[src/rtl/pwm_audio_pkg.sv]
// Shared constants and helpers for the audio PWM feeder path.
// Gain is unsigned fixed point with four fractional bits.
package pwm_audio_pkg;

    localparam int GAIN_FRAC  = 4;
    localparam int GAIN_UNITY = 16;

    // Symmetric clip: the most negative code of `width` bits is never produced.
    function automatic logic signed [63:0] sat_sym(
        input logic signed [63:0] value,
        input int                 width
    );
        logic signed [63:0] lim;
        lim = (64'sd1 <<< (width - 1)) - 64'sd1;
        if (value > lim) begin
            return lim;
        end else if (value < -lim) begin
            return -lim;
        end
        return value;
    endfunction

endpackage

[src/rtl/sync_fifo.sv]
// Single-clock FIFO with synchronous reset and registered read data.
// Pushes when full and pops when empty are ignored.
module sync_fifo
    import pwm_audio_pkg::*;
#(
    parameter int WIDTH = 16,
    parameter int DEPTH = 16
) (
    input  logic                     clk_i,
    input  logic                     srst_i,
    input  logic                     push_i,
    input  logic [WIDTH-1:0]         wdata_i,
    input  logic                     pop_i,
    output logic [WIDTH-1:0]         rdata_o,
    output logic                     full_o,
    output logic                     empty_o,
    output logic [$clog2(DEPTH):0]   level_o
);

    localparam int AW = $clog2(DEPTH);
    localparam logic [AW:0] FULL_LVL = (AW + 1)'(DEPTH);

    logic [WIDTH-1:0] mem_q [DEPTH];
    logic [WIDTH-1:0] rdata_q;
    logic [AW-1:0]    wr_ptr_q;
    logic [AW-1:0]    rd_ptr_q;
    logic [AW:0]      level_q;
    logic             push;
    logic             pop;

    assign full_o  = (level_q == FULL_LVL);
    assign empty_o = (level_q == '0);
    assign level_o = level_q;
    assign rdata_o = rdata_q;
    assign push    = push_i && !full_o;
    assign pop     = pop_i && !empty_o;

    always_ff @(posedge clk_i) begin
        if (push) begin
            mem_q[wr_ptr_q] <= wdata_i;
        end
    end

    always_ff @(posedge clk_i) begin
        if (srst_i) begin
            wr_ptr_q <= '0;
            rd_ptr_q <= '0;
            level_q  <= '0;
            rdata_q  <= '0;
        end else begin
            if (push) begin
                wr_ptr_q <= wr_ptr_q + 1'b1;
            end
            if (pop) begin
                rdata_q  <= mem_q[rd_ptr_q];
                rd_ptr_q <= rd_ptr_q + 1'b1;
            end
            unique case ({push, pop})
                2'b10:   level_q <= level_q + 1'b1;
                2'b01:   level_q <= level_q - 1'b1;
                default: level_q <= level_q;
            endcase
        end
    end

endmodule

[src/rtl/pwm_sample_feeder.sv]
// Buffers irregular audio samples and emits one gained, clipped sample
// per PWM period; an empty FIFO at the period tick repeats the last value.
module pwm_sample_feeder
    import pwm_audio_pkg::*;
#(
    parameter int IN_WIDTH    = 16,
    parameter int OUT_WIDTH   = 12,
    parameter int PERIOD_LOG2 = 12,
    parameter int FIFO_DEPTH  = 16,
    parameter int GAIN_WIDTH  = 8
) (
    input  logic                          clock,
    input  logic                          clock_sreset,
    input  logic                          in_valid,
    output logic                          in_ready,
    input  logic [IN_WIDTH-1:0]           in_data,
    input  logic [GAIN_WIDTH-1:0]         gain,
    input  logic                          mute,
    output logic                          data_valid,
    output logic [OUT_WIDTH-1:0]          data,
    output logic                          underrun,
    output logic [$clog2(FIFO_DEPTH):0]   fifo_level
);

    localparam int PW = IN_WIDTH + GAIN_WIDTH + 1;
    localparam int SH = GAIN_FRAC + IN_WIDTH - OUT_WIDTH;

    logic [PERIOD_LOG2-1:0] cnt_q;
    logic                   tick;
    logic                   fifo_full;
    logic                   fifo_empty;
    logic [IN_WIDTH-1:0]    s1;
    logic                   fresh_q;
    logic                   stage_q;
    logic signed [PW-1:0]   prod;
    logic signed [PW-1:0]   shifted;
    logic [OUT_WIDTH-1:0]   sat_val;
    logic [OUT_WIDTH-1:0]   data_q, data_d;
    logic [OUT_WIDTH-1:0]   hold_q, hold_d;
    logic                   valid_q, valid_d;
    logic                   under_q, under_d;

    assign tick     = &cnt_q;
    assign in_ready = !fifo_full;

    sync_fifo #(
        .WIDTH (IN_WIDTH),
        .DEPTH (FIFO_DEPTH)
    ) u_fifo (
        .clk_i   (clock),
        .srst_i  (clock_sreset),
        .push_i  (in_valid && in_ready),
        .wdata_i (in_data),
        .pop_i   (tick),
        .rdata_o (s1),
        .full_o  (fifo_full),
        .empty_o (fifo_empty),
        .level_o (fifo_level)
    );

    // Both operands widened to the full product width so the product is exact.
    assign prod = $signed({{(PW - IN_WIDTH){s1[IN_WIDTH-1]}}, s1})
                * $signed({{(PW - GAIN_WIDTH){1'b0}}, gain});
    assign shifted = prod >>> SH;
    assign sat_val = OUT_WIDTH'(sat_sym(64'(shifted), OUT_WIDTH));

    always_comb begin
        data_d  = data_q;
        hold_d  = hold_q;
        valid_d = 1'b0;
        under_d = 1'b0;
        if (stage_q) begin
            valid_d = 1'b1;
            if (fresh_q) begin
                hold_d = sat_val;
                data_d = sat_val;
            end else begin
                under_d = 1'b1;
                data_d  = hold_q;
            end
            if (mute) begin
                data_d = '0;
            end
        end
    end

    always_ff @(posedge clock) begin
        if (clock_sreset) begin
            cnt_q   <= '0;
            fresh_q <= 1'b0;
            stage_q <= 1'b0;
            data_q  <= '0;
            hold_q  <= '0;
            valid_q <= 1'b0;
            under_q <= 1'b0;
        end else begin
            cnt_q   <= cnt_q + 1'b1;
            fresh_q <= tick && !fifo_empty;
            stage_q <= tick;
            data_q  <= data_d;
            hold_q  <= hold_d;
            valid_q <= valid_d;
            under_q <= under_d;
        end
    end

    assign data_valid = valid_q;
    assign data       = data_q;
    assign underrun   = under_q;

endmodule

[config.mk]
export PLATFORM = sky130hd
export DESIGN_NAME = pwm_sample_feeder
export DESIGN_NICKNAME = d
export VERILOG_FILES = /design/src/rtl/pwm_audio_pkg.sv /design/src/rtl/sync_fifo.sv /design/src/rtl/pwm_sample_feeder.sv
export SDC_FILE = /design/constraint.sdc
export NUM_CORES = 1
export LEC_CHECK = 0
export CAP_MARGIN = 20
export CORE_UTILIZATION = 46
export CTS_CLUSTER_SIZE = 16
export DETAILED_ROUTE_END_ITERATION = 8
export PLACE_DENSITY_LB_ADDON = 0.3
export REMOVE_ABC_BUFFERS = 1
export SETUP_SLACK_MARGIN = 0.02
export SYNTH_ARGS = -nofsm -noshare
export SYNTH_HDL_FRONTEND = slang
export SYNTH_SLANG_ARGS = --single-unit
export TNS_END_PERCENT = 10
[constraint.sdc]
create_clock -name clock -period 20.5 [get_ports clock]
set_input_delay 2.05 -clock clock [delete_from_list [all_inputs] [get_ports clock]]
set_output_delay 2.05 -clock clock [all_outputs]
set_load 0.01 [all_outputs]
==> results.cfg <==
[logic_synthesis]
ys_warn_count = 0
synth_area_mm2 = 0.01745
synthArstFlopShare = 0
ys_seq_area_frac = 0.5198
ys.flop_type = edfxtp_1
synth_common_cells = edfxtp_1, inv_1, fa_1, nand2_1, nor2_1
ys_seq_elements = 325
yosys.area.top_type_share = 0.4406
synthCells = 1289
synthDistinctLibCells = 59
synth_top_area_cell = edfxtp_1
avgSynthCellArea_um2 = 13.54
synthTopCellsByArea = edfxtp_1, fa_1, mux4_2
synth.most_common_cell = edfxtp_1
synth_edf_count = 256

[grt]
grt_pass1_wl_mm = 57.33
grt_max_degree = 68
grt_pass1_vias = 10550
grt_use_total = 0.1931
antenna_found_initial = 0
overflow = 0

[placed_design]
post-place-ws_ns = 11.36
dpl.hpwl_mm = 23.41
io_buffers = 47
place.gp.congestion = 0.8524

[pwr]
p_leak_nw = 7.262
power_frac_seq = 0.530
pwr-share-clk = 0.442
powerDensity_mw_per_mm2 = 69.07
p_sw_frac = 0.2096
pwr-share-comb = 0.028
p_sw_mw = 0.2850
p_int_mw = 1.075
irDropWorstVdd_mv = 0.08104

[clock_network]
post_cts_resized = 0
root_buffer = clkbuf_16
post_cts_buffers = 0
numCtsBuffers = 35
ctsLongestPathBuffers = 3
htree_levels = 2
clk_latency_ns = 0.55
cts_tree = built
clock-sinks = 325
cts.clk_slew.worst_paths_ns = 0.07
ctsHoldBuffers = 0

[sta]
worst_slew_margin_rel = 0.3436
rsz0062_at_grt = no
finalSetupViolations = 0
hold_viol = 0
final.setup.tns_ns = 0
slew_violations = 0
period_share = 0.4193
worst_slack_ns = 11.90
fin_skew_ns = 0.02237
max_freq_ghz = 0.1163
tightestPinTransition_ns = 0.9846
min_period_ns = 8.596

[die]
die_w_um = 196.8
initial_core_util = 0.4720
core_mm2 = 0.03696
die-area_mm2 = 0.03871
fp.dieH_um = 196.8
io_pins = 48
core.rowCount = 70

[setup_path]
start_kind = primary input
required_ns = 20.89
crit_type = primary input to flop
crit_arrival_ns = 8.99
crit_path_end_kind = flop
cp_max_fo = 16

[layout]
n_antenna_cell = 0
fin_nets = 1529
area.growth.synth_to_final_pct = 12.87
drive_gt1_frac = 0.1381
fill_cells = 3117

[drt]
avgRoutedWirePerCell_um = 19.12
drc = 0
first_pass_iters = 5
wl_mm = 35.82
dr.first_iter.drc_count = 608
vias = 10140
drtAntennaViolNets = 0
via_per_inst = 5.414

[run_status]
status = finished clean

[job]
drv_cap = 0

[min_path]
hold_path.class = flop to flop
-- per-stage QoR --
step                utilization  hold slack, ns  power, mW  cells  area, um2
global route             0.5328          0.4776      1.405   1873      19690
detailed placement       0.5019          0.4416     0.7735   1807      18550
finish                   0.5328          0.4488      1.360   1873      19690
CTS                      0.5316          0.4496      1.376   1870      19650
global placement         0.5019          0.4287     0.7716   1807      18550
floorplan                     -          0.4162     0.7475   1234      17230
-- kinds of logic after synthesis --
family	count (synthesis)	synth area share
compound gates	135	0.05300
xor+xnor	35	0.01757
fa+ha+maj	158	0.1572
buf+inv	220	0.04776
flops	325	0.5198
mux	103	0.1165
simple gates	313	0.08814
-- critical path, stage by stage --
cell             delay (ns)
clkdlybuf4s50_1        1.04
nand2_1                0.17
fa_1                   0.53
inv_1                  0.05
fa_1                   0.47
fa_1                   0.49
inv_1                  0.06
fa_1                   0.52
inv_1                  0.04
ha_1                   0.37
nand3_1                0.14
or4_1                  0.49
o2111a_2               0.20
xnor2_1                0.15
or4_1                  0.47
or4_1                  0.50
or4b_4                 0.51
a21oi_2                0.49
o311ai_0               0.23
-- area by class of cell --
cell class,instances,area [um2],share of cell area
clock inverters,21,195.2,0.009912
multi-input cells,744,7597,0.3858
well taps,504,630.6,0.03202
flip-flops and latches,325,9074,0.4608
clock buffers,42,902.1,0.04581
repair buffers,72,673.1,0.03418
inverters,165,619.3,0.03145
-- cell usage in the layout (no fill, tap or decap), types with 18 or more instances in the layout --
cell,instances
edfxtp_1,256
inv_1,165
fa_1,102
nand2_1,85
mux4_2,80
and2_1,75
nor2_1,68
dfxtp_1,67
ha_1,56
clkdlybuf4s50_1,46
a21oi_1,35
clkbuf_16,35
o21ai_0,24
buf_4,23
mux2i_1,22
xor2_1,18
-- registers in the layout, indices dropped and copies added, names as in the netlist --
register         count
cnt_q               12
data                12
data_valid           1
fresh_q              1
hold_q              12
stage_q              1
u_fifo.level_o       5
u_fifo.mem_q       256
u_fifo.rd_ptr_q      4
u_fifo.rdata_o      16
u_fifo.wr_ptr_q      4
underrun             1
-- worst paths after layout --
kind                                   from  slack, ns                    to  cells after the start
max                                 gain[1]      11.90  data[5]$_SDFFE_PP0P_                     19
min                     cnt_q[0]$_SDFF_PP0_       0.45   cnt_q[0]$_SDFF_PP0_                      1
min reg2reg             cnt_q[0]$_SDFF_PP0_       0.45   cnt_q[0]$_SDFF_PP0_                      1
max reg2reg  u_fifo.rdata_o[3]$_SDFFE_PP0P_      13.93  data[5]$_SDFFE_PP0P_                     18
-- power by group through the flow --
| stage | logic, mW | clock network [mW] | registers (mW) |
|---|---|---|---|
| floorplan | 0.0131 | 0 | 0.734 |
| finish | 0.0383 | 0.601 | 0.721 |
| global route | 0.0420 | 0.642 | 0.721 |
| CTS | 0.0389 | 0.616 | 0.721 |
| detailed placement | 0.0388 | 0 | 0.735 |
| global placement | 0.0374 | 0 | 0.734 |
-- routing by layer --
layer / track usage / routed length [um] / up-vias
met4: 0.04737 / 592 / 0
met3: 0.03679 / 1719 / 44
li1: - / - / 4680
met5: 0 / 0 / -
met2: 0.3396 / 18270 / 209
met1: 0.2461 / 15230 / 5207
(Power assumes the default switching activity.)
